### src/rtl/nx_fifo_rd_serdes.sv
// Read-side serialiser: pops WIDTH-bit words from an nx_fifo and streams them out LSB chunk first.
// Optional statistics counters are built when NX_FIFO_RD_SERDES_STATS_EN is defined.
module nx_fifo_rd_serdes #(
  parameter int unsigned WIDTH     = 128,
  parameter int unsigned OUT_WIDTH = 32,
  parameter int unsigned CNT_WIDTH = 32
) (
  input  logic                 clk,
  input  logic                 rst,
  input  logic                 fifo_empty,
  input  logic [WIDTH-1:0]     fifo_rdata,
  input  logic                 fifo_underflow,
  output logic                 fifo_ren,
  output logic                 fifo_clear,
  input  logic                 flush,
  output logic                 out_valid,
  input  logic                 out_ready,
  output logic [OUT_WIDTH-1:0] out_data,
  output logic                 out_last,
  output logic                 rd_err,
  output logic [CNT_WIDTH-1:0] word_cnt,
  output logic [CNT_WIDTH-1:0] stall_cnt
);

  localparam int unsigned RATIO = WIDTH / OUT_WIDTH;
  localparam int unsigned BW    = (RATIO > 1) ? $clog2(RATIO) : 1;
  localparam logic [BW-1:0] LAST_BEAT = BW'(RATIO - 1);

  typedef enum logic [1:0] {
    S_IDLE  = 2'd0,
    S_BUSY  = 2'd1,
    S_FLUSH = 2'd2
  } state_t;

  state_t           r_state;
  logic [WIDTH-1:0] r_hold;
  logic [BW-1:0]    r_beat_cnt;
  logic             r_rd_err;

  state_t           w_state_nxt;
  logic [WIDTH-1:0] w_hold_nxt;
  logic [BW-1:0]    w_beat_nxt;
  logic             w_pop;
  logic             w_valid;
  logic             w_last;
  logic             w_hs;
  logic [WIDTH-1:0] w_shifted;

  assign w_valid   = (r_state == S_BUSY);
  assign w_last    = (r_beat_cnt == LAST_BEAT);
  assign w_hs      = w_valid & out_ready;
  assign w_shifted = r_hold >> (32'(r_beat_cnt) * OUT_WIDTH);

  // State register and held word
  always_ff @(posedge clk) begin
    if (rst) begin
      r_state    <= S_IDLE;
      r_hold     <= '0;
      r_beat_cnt <= '0;
      r_rd_err   <= 1'b0;
    end else begin
      r_state    <= w_state_nxt;
      r_hold     <= w_hold_nxt;
      r_beat_cnt <= w_beat_nxt;
      r_rd_err   <= r_rd_err | fifo_underflow;
    end
  end

  // Next state, pop decision and beat sequencing
  always_comb begin
    w_state_nxt = r_state;
    w_hold_nxt  = r_hold;
    w_beat_nxt  = r_beat_cnt;
    w_pop       = 1'b0;
    case (r_state)
      S_IDLE: begin
        if (!fifo_empty) begin
          w_pop       = 1'b1;
          w_hold_nxt  = fifo_rdata;
          w_beat_nxt  = '0;
          w_state_nxt = S_BUSY;
        end
      end
      S_BUSY: begin
        if (w_hs) begin
          if (!w_last) begin
            w_beat_nxt = r_beat_cnt + BW'(1);
          end else if (!fifo_empty) begin
            // Reload on the last accepted beat keeps the stream bubble-free
            w_pop      = 1'b1;
            w_hold_nxt = fifo_rdata;
            w_beat_nxt = '0;
          end else begin
            w_state_nxt = S_IDLE;
          end
        end
      end
      S_FLUSH: begin
        w_state_nxt = S_IDLE;
        w_hold_nxt  = '0;
        w_beat_nxt  = '0;
      end
      default: begin
        w_state_nxt = S_IDLE;
        w_hold_nxt  = '0;
        w_beat_nxt  = '0;
      end
    endcase
    // Flush outranks any pop or handshake; an accepted beat this cycle is dropped
    if (flush) begin
      w_pop       = 1'b0;
      w_state_nxt = S_FLUSH;
      w_hold_nxt  = '0;
      w_beat_nxt  = '0;
    end
  end

  assign fifo_ren   = w_pop & ~rst;
  assign fifo_clear = (r_state == S_FLUSH) & ~rst;
  assign out_valid  = w_valid;
  assign out_last   = w_valid & w_last;
  assign out_data   = w_valid ? w_shifted[OUT_WIDTH-1:0] : '0;
  assign rd_err     = r_rd_err;

`ifdef NX_FIFO_RD_SERDES_STATS_EN
  logic [CNT_WIDTH-1:0] r_word_cnt;
  logic [CNT_WIDTH-1:0] r_stall_cnt;

  // Saturating pop and stall counters; flush leaves them alone
  always_ff @(posedge clk) begin
    if (rst) begin
      r_word_cnt  <= '0;
      r_stall_cnt <= '0;
    end else begin
      if (fifo_ren && (r_word_cnt != '1)) begin
        r_word_cnt <= r_word_cnt + CNT_WIDTH'(1);
      end
      if (w_valid && !out_ready && (r_stall_cnt != '1)) begin
        r_stall_cnt <= r_stall_cnt + CNT_WIDTH'(1);
      end
    end
  end

  assign word_cnt  = r_word_cnt;
  assign stall_cnt = r_stall_cnt;
`else
  assign word_cnt  = '0;
  assign stall_cnt = '0;
`endif

endmodule

### config.mk
export PLATFORM = sky130hd
export DESIGN_NAME = nx_fifo_rd_serdes
export DESIGN_NICKNAME = d
export VERILOG_FILES = /design/src/rtl/nx_fifo_rd_serdes.sv
export SDC_FILE = /design/constraint.sdc
export NUM_CORES = 1
export LEC_CHECK = 0
export ABC_AREA = 1
export BUFFER_PORTS_ARGS = -buffer_cell sky130_fd_sc_hd__buf_2
export CAP_MARGIN = 20
export CORE_MARGIN = 1
export CORE_UTILIZATION = 45
export CTS_CLUSTER_SIZE = 14
export DETAILED_ROUTE_END_ITERATION = 8
export PLACE_DENSITY = 0.78
export SETUP_SLACK_MARGIN = 0.3
export SLEW_MARGIN = 20
export SYNTH_ARGS = -nofsm -noshare
export SYNTH_HDL_FRONTEND = slang
export SYNTH_SLANG_ARGS = --single-unit
### constraint.sdc
create_clock -name clk -period 1.35 [get_ports clk]
set_clock_uncertainty 0.1 [all_clocks]
set_input_delay 0.0675 -clock clk [delete_from_list [all_inputs] [get_ports clk]]
set_output_delay 0.0675 -clock clk [all_outputs]
set_load 0.01 [all_outputs]
# Word level (Yosys, flattened, before mapping)
# Index checks and enable logic that the tools add are counted.
[totals]
ff_bits = 133
input_bits = 134
output_inout_bits = 101
elab_cells = 49
[classes]
addsub = 1
eq_ne = 11
n_shift = 1
n_mux = 20
n_bitwise = 6
n_reduce_logical = 5
[op_table]
columns = ["operator", "n"]
rows = [
  ["$mux 128", 3],
  ["$pmux 128 s2", 1],
  ["$shr 128x7->32", 1],
  ["$mux 32", 1],
  ["$mux 2", 8],
  ["$pmux 2 s2", 2],
  ["$reduce_and 4->1", 2],
  ["$ne 3x2->1 const B", 2],
  ["$ne 3x3->1 const B", 2],
  ["$and 1x1->1", 4],
  ["$eq 2x2->1 const B", 2],
  ["$mux 1", 4],
  ["$ne 2x1->1 const B", 2],
  ["$ne 2x2->1 const B", 2],
  ["$add 2x1->2 const B", 1],
  ["$eq 2x1->1 const B", 1],
  ["$logic_not 2->1", 1],
  ["$pmux 1 s2", 1],
  ["$reduce_and 2->1", 1],
  ["$reduce_or 2->1", 1],
  ["$not 1->1", 1],
  ["$or 1x1->1", 1],
]

# Depth between registers and ports, before layout
[logic_depth]
ltp_word = 6
ltp_mapped = 8
mapped_depth_nobuf = 7

# Worst setup path before layout
# OpenSTA, ideal clock, no wires.
[synth_timing]
path_type = "flip-flop to output port"
startpoint = "register r_beat_cnt[0]"
endpoint = "output port fifo_ren"
t_arrival_ns = 1.350
required_ns = 1.183
setup_slack_ns = -0.167
path_stages_with_launch = 7
n_path_buf = 1
path_cell_list = "dfxtp_1 ha_1 inv_1 o21ai_2 clkbuf_1 nand3_1 nor2_1"
[synth_between]
elab_chain_len = 6
[synth_lines]
columns = ["item", "line", "text"]
rows = [
  ["start: declaration", "37", "logic [BW-1:0] r_beat_cnt;"],
  ["start signal: assignment", "64", "r_beat_cnt <= w_beat_nxt;"],
  ["$eq 2x2->1", "50", "assign w_last = (r_beat_cnt == LAST_BEAT);"],
  ["$mux 1", "86", "if (!w_last) begin"],
  ["$mux 1", "85", "if (w_hs) begin"],
  ["$pmux 1 s2", "75", "case (r_state)"],
  ["$mux 1", "110", "if (flush) begin"],
  ["$and 1x1->1", "118", "assign fifo_ren = w_pop & ~rst;"],
  ["end: declaration", "13", "output logic fifo_ren,"],
]
# Every way passes these cells.

# Final worst setup path
[layout_timing]
startpoint = "register r_beat_cnt[0]"
endpoint = "output port out_data[11]"
[layout_between]
elab_chain_len = 2
[layout_lines]
columns = ["item", "line", "text"]
rows = [
  ["$shr 128x7->32", "52", "assign w_shifted = r_hold >> (32'(r_beat_cnt) * OUT_WIDTH);"],
  ["$mux 32", "122", "assign out_data = w_valid ? w_shifted[OUT_WIDTH-1:0] : '0;"],
  ["end: declaration", "18", "output logic [OUT_WIDTH-1:0] out_data,"],
]
# Every way passes these cells.

==> impl_results.md <==
- Total die area: 14800 µm²
- Fill cells: 811
- Run status: complete, but fails checks
- Vias/cell: 5.95
- Startpoint Class: flop
- Violated checks: negative setup slack
- Total power: 0.0108 W
- Vias: 8552
- # IOs: 235
- Slowest cell delay on critical path: 0.42 ns
- Worst setup margin: -0.868 ns
- CTS max path bufs: 2
- Crit path capture type: output port
- Area grow syn2layout: 65.7%
- Largest net degree at the start of global routing: 46
- Max_cap viols: 0
- Vias in the first global route: 7636
- Period utilization: 164%
- DP HPWL: 12800 µm
- Hold crit path type: in -> reg
- Die H: 122 µm
- Final Hold Viols: 0
- Synth area leaders: dfxtp_1 41%, a21oi_1 13%, nand3_1 10%, buf_4 8.1%, nand2_1 8.0%
- Nets: 1380
- Crit-path cells: buf_12 > nor2_1 > nor2_1 > o21ai_2 > a21oi_2 > buf_2
- Syn avg cell area: 6.94 µm²
- R2R Setup Slk: -0.69 ns
- Combinational fraction of design power: 17.2%
- # rows: 43
- Worst path depth: 6
- CORE AREA: 13900 µm²
- Crit path top cell by count: nor2_1
- TritonCTS clock tree: built
- Crit path DAT: 2.05 ns
- Worst flop-to-flop path endpoint: r_hold[10]$_SDFFE_PP0P_
- Hold wc startpoint: fifo_empty
- Worst Hold End: r_state[0]$_SDFFE_PP0P_
- Final Slew Violations: 0
- Port buffer count: 170
- Clock tree sinks: 133
- Min cycle time layout: 2.22 ns
- Cell count after synthesis: 930
- Register share of total power: 38.1%
- Worst path slowest cell: dfxtp_4
- Place WS: -0.226 ns
- Net Sw Power: 0.00287 W
- Initial core utilization: 46.3%
- RePlAce Congestion: 0.891
- Die X: 122 µm
- CP delay by family, top: simple AND/OR/NAND/NOR gates
- Starting DRT DRC Count: 1212
- TritonRoute pass-1 iters: 8
- Cells on Worst Hold Path: 5
- Most common library cell in the layout ignoring fill and taps: buf_2
- Cts bufs inserted: 17
- WL/cell: 20.7 µm
- Placed Cells: 1246
- CTS HTree Levels: 4
- GRT Residual Overflow: 0
- Drt total wl: 29700 µm
- Synth warnings: 0
- # diodes: 0
- Worst-case reg-to-reg path depth: 10
- Post-synthesis sequential area ratio: 41.2%
- Final Non-Filler Cells: 1438
- Internal power: 0.00794 W
- Clock transition at path regs: 0.06 ns
- P per Cell Area: 1010 nW/µm²
- Layout cells sized above 1: 31.6%
- VDD IR max: 0.000978 V
- Final setup vio count: 167
- #FFs+latches synth: 133
- Max Freq: 451 MHz
- Required time of the worst setup path: 1.18 ns
- Core Util, Final: 76.8%
- Most frequent cells in the layout: 170 x buf_2, 133 x dlygate4sd3_1, 129 x dfxtp_1
- Synth cell types: 22
- Antenna violations before repair: 0
- Clk_lat worst skew: 0.43 ns
- Leak Pwr: 4.41 nW
- Drt drc: 0
- RSZ-0062 raised after global routing: true
- CP Class: reg -> out
- RR Startpoint: r_beat_cnt[0]$_SDFFE_PP0P_
- Synth top area share: 41.2%
- Gr usage total: 34.8%
- Root Buffer: clkbuf_16
- Synth area leader: dfxtp_1
- Clock network power share: 44.7%
- DRT antenna net count: 0
- Final TNS setup: -88.28 ns
- Net Sw Frac: 26.6%
- Area of the mapped netlist: 6460 µm²
- WP buf/inv: 2
- Crit Path Max Fanout: 22
- First-pass GRT wire length: 39500 µm
-- cells in the mapped netlist --
library cell,instances
a21oi_1,164
buf_1,6
buf_2,38
buf_4,70
buf_6,1
clkbuf_1,30
conb_1,1
dfxtp_1,133
ha_1,1
inv_1,11
inv_2,1
nand2_1,137
nand2_2,1
nand3_1,132
nand4_1,1
nor2_1,134
nor2_4,1
nor3_1,1
o211ai_1,1
o21ai_0,64
o21ai_2,1
or2_2,1
-- layout make-up --
| class | count | area, µm² | share of cell area (%) |
|---|---|---|---|
| Clock buffer | 24 | 472 | 4.41 |
| Clock inverter | 8 | 124 | 1.16 |
| Inverter | 12 | 47.5 | 0.444 |
| Multi-Input combinational cell | 704 | 3680 | 34.4 |
| Sequential cell | 133 | 2680 | 25.0 |
| Tap cell | 180 | 225 | 2.11 |
| Timing Repair Buffer | 377 | 3480 | 32.5 |
-- worst register-to-register path: stages, from the launching register on --
cell,delay [ns]
dfxtp_4,0.39
buf_6,0.13
ha_4,0.17
inv_4,0.07
o21ai_4,0.07
buf_6,0.13
buf_8,0.13
nand2_4,0.21
buf_12,0.18
nand2_1,0.08
a21oi_1,0.27
-- registers in the layout (all words and copies together), names as in the netlist --
| signal | flops |
|---|---|
| r_beat_cnt | 2 |
| r_hold | 128 |
| r_state | 2 |
| rd_err | 1 |
-- stage by stage --
stage                     hold slack [ns]  instance area, µm²
after floorplan                    0.0399                6890
after global placement              0.182                7610
after detailed placement            0.194                7610
after CTS                          0.0266               10100
after global routing               0.0556               10700
final                              0.0473               10700
-- power groups by stage --
stage / clock, W / sequential, W / combinational, W
finish: 0.00483 / 0.00412 / 0.00186
CTS: 0.00473 / 0.00409 / 0.00160
global placement: 0 / 0.00417 / 0.00108
detailed placement: 0 / 0.00417 / 0.00108
floorplan: 0 / 0.00416 / 0.000805
global route: 0.00497 / 0.00412 / 0.00195
-- routing by layer --
layer / vias to the layer above / GRT usage, % / routed length (µm)
li1: 3609 / - / -
met1: 3891 / 42.0 / 10600
met2: 803 / 57.2 / 13800
met3: 249 / 7.07 / 3320
met4: 0 / 20.6 / 2040
met5: - / 0 / 0
-- repair_timing --
action                     in CTS  in global routing
hold endpoints to repair      132                  0
buffers inserted                8                  1
cloned                         11                  7
gates resized for setup        81                138
setup endpoints to repair     167                168
hold buffers                  133                  0
pin swaps                       8                 27
-- cell families (layout without fill, tap and decap cells) --
group / after synthesis / in the layout / synth area share (%)
other: 1 / 64 / 0.0581
adder cells (fa/ha/maj): 1 / 1 / 0.194
buffers and inverters: 157 / 421 / 14.1
flip-flops: 133 / 133 / 41.2
AO/OA/AOI/OAI: 230 / 230 / 17.9
AND/OR/NAND/NOR: 408 / 409 / 26.5
-- worst max-delay path by stage --
| stage | end | from | slack, ns |
|---|---|---|---|
| 3_5_place_dp | r_hold[66]$_SDFFE_PP0P_ | r_beat_cnt[0]$_SDFFE_PP0P_ | -0.23 |
| 2_1_floorplan | r_hold[28]$_SDFFE_PP0P_ | r_beat_cnt[0]$_SDFFE_PP0P_ | -0.02 |
| 5_1_grt | out_data[11] | r_beat_cnt[0]$_SDFFE_PP0P_ | -0.94 |
| 3_3_place_gp | out_data[18] | r_beat_cnt[0]$_SDFFE_PP0P_ | -0.17 |
| 4_1_cts | fifo_ren | r_beat_cnt[0]$_SDFFE_PP0P_ | -0.49 |
| 6_report | out_data[11] | r_beat_cnt[0]$_SDFFE_PP0P_ | -0.87 |
(Power assumes the default switching activity.)
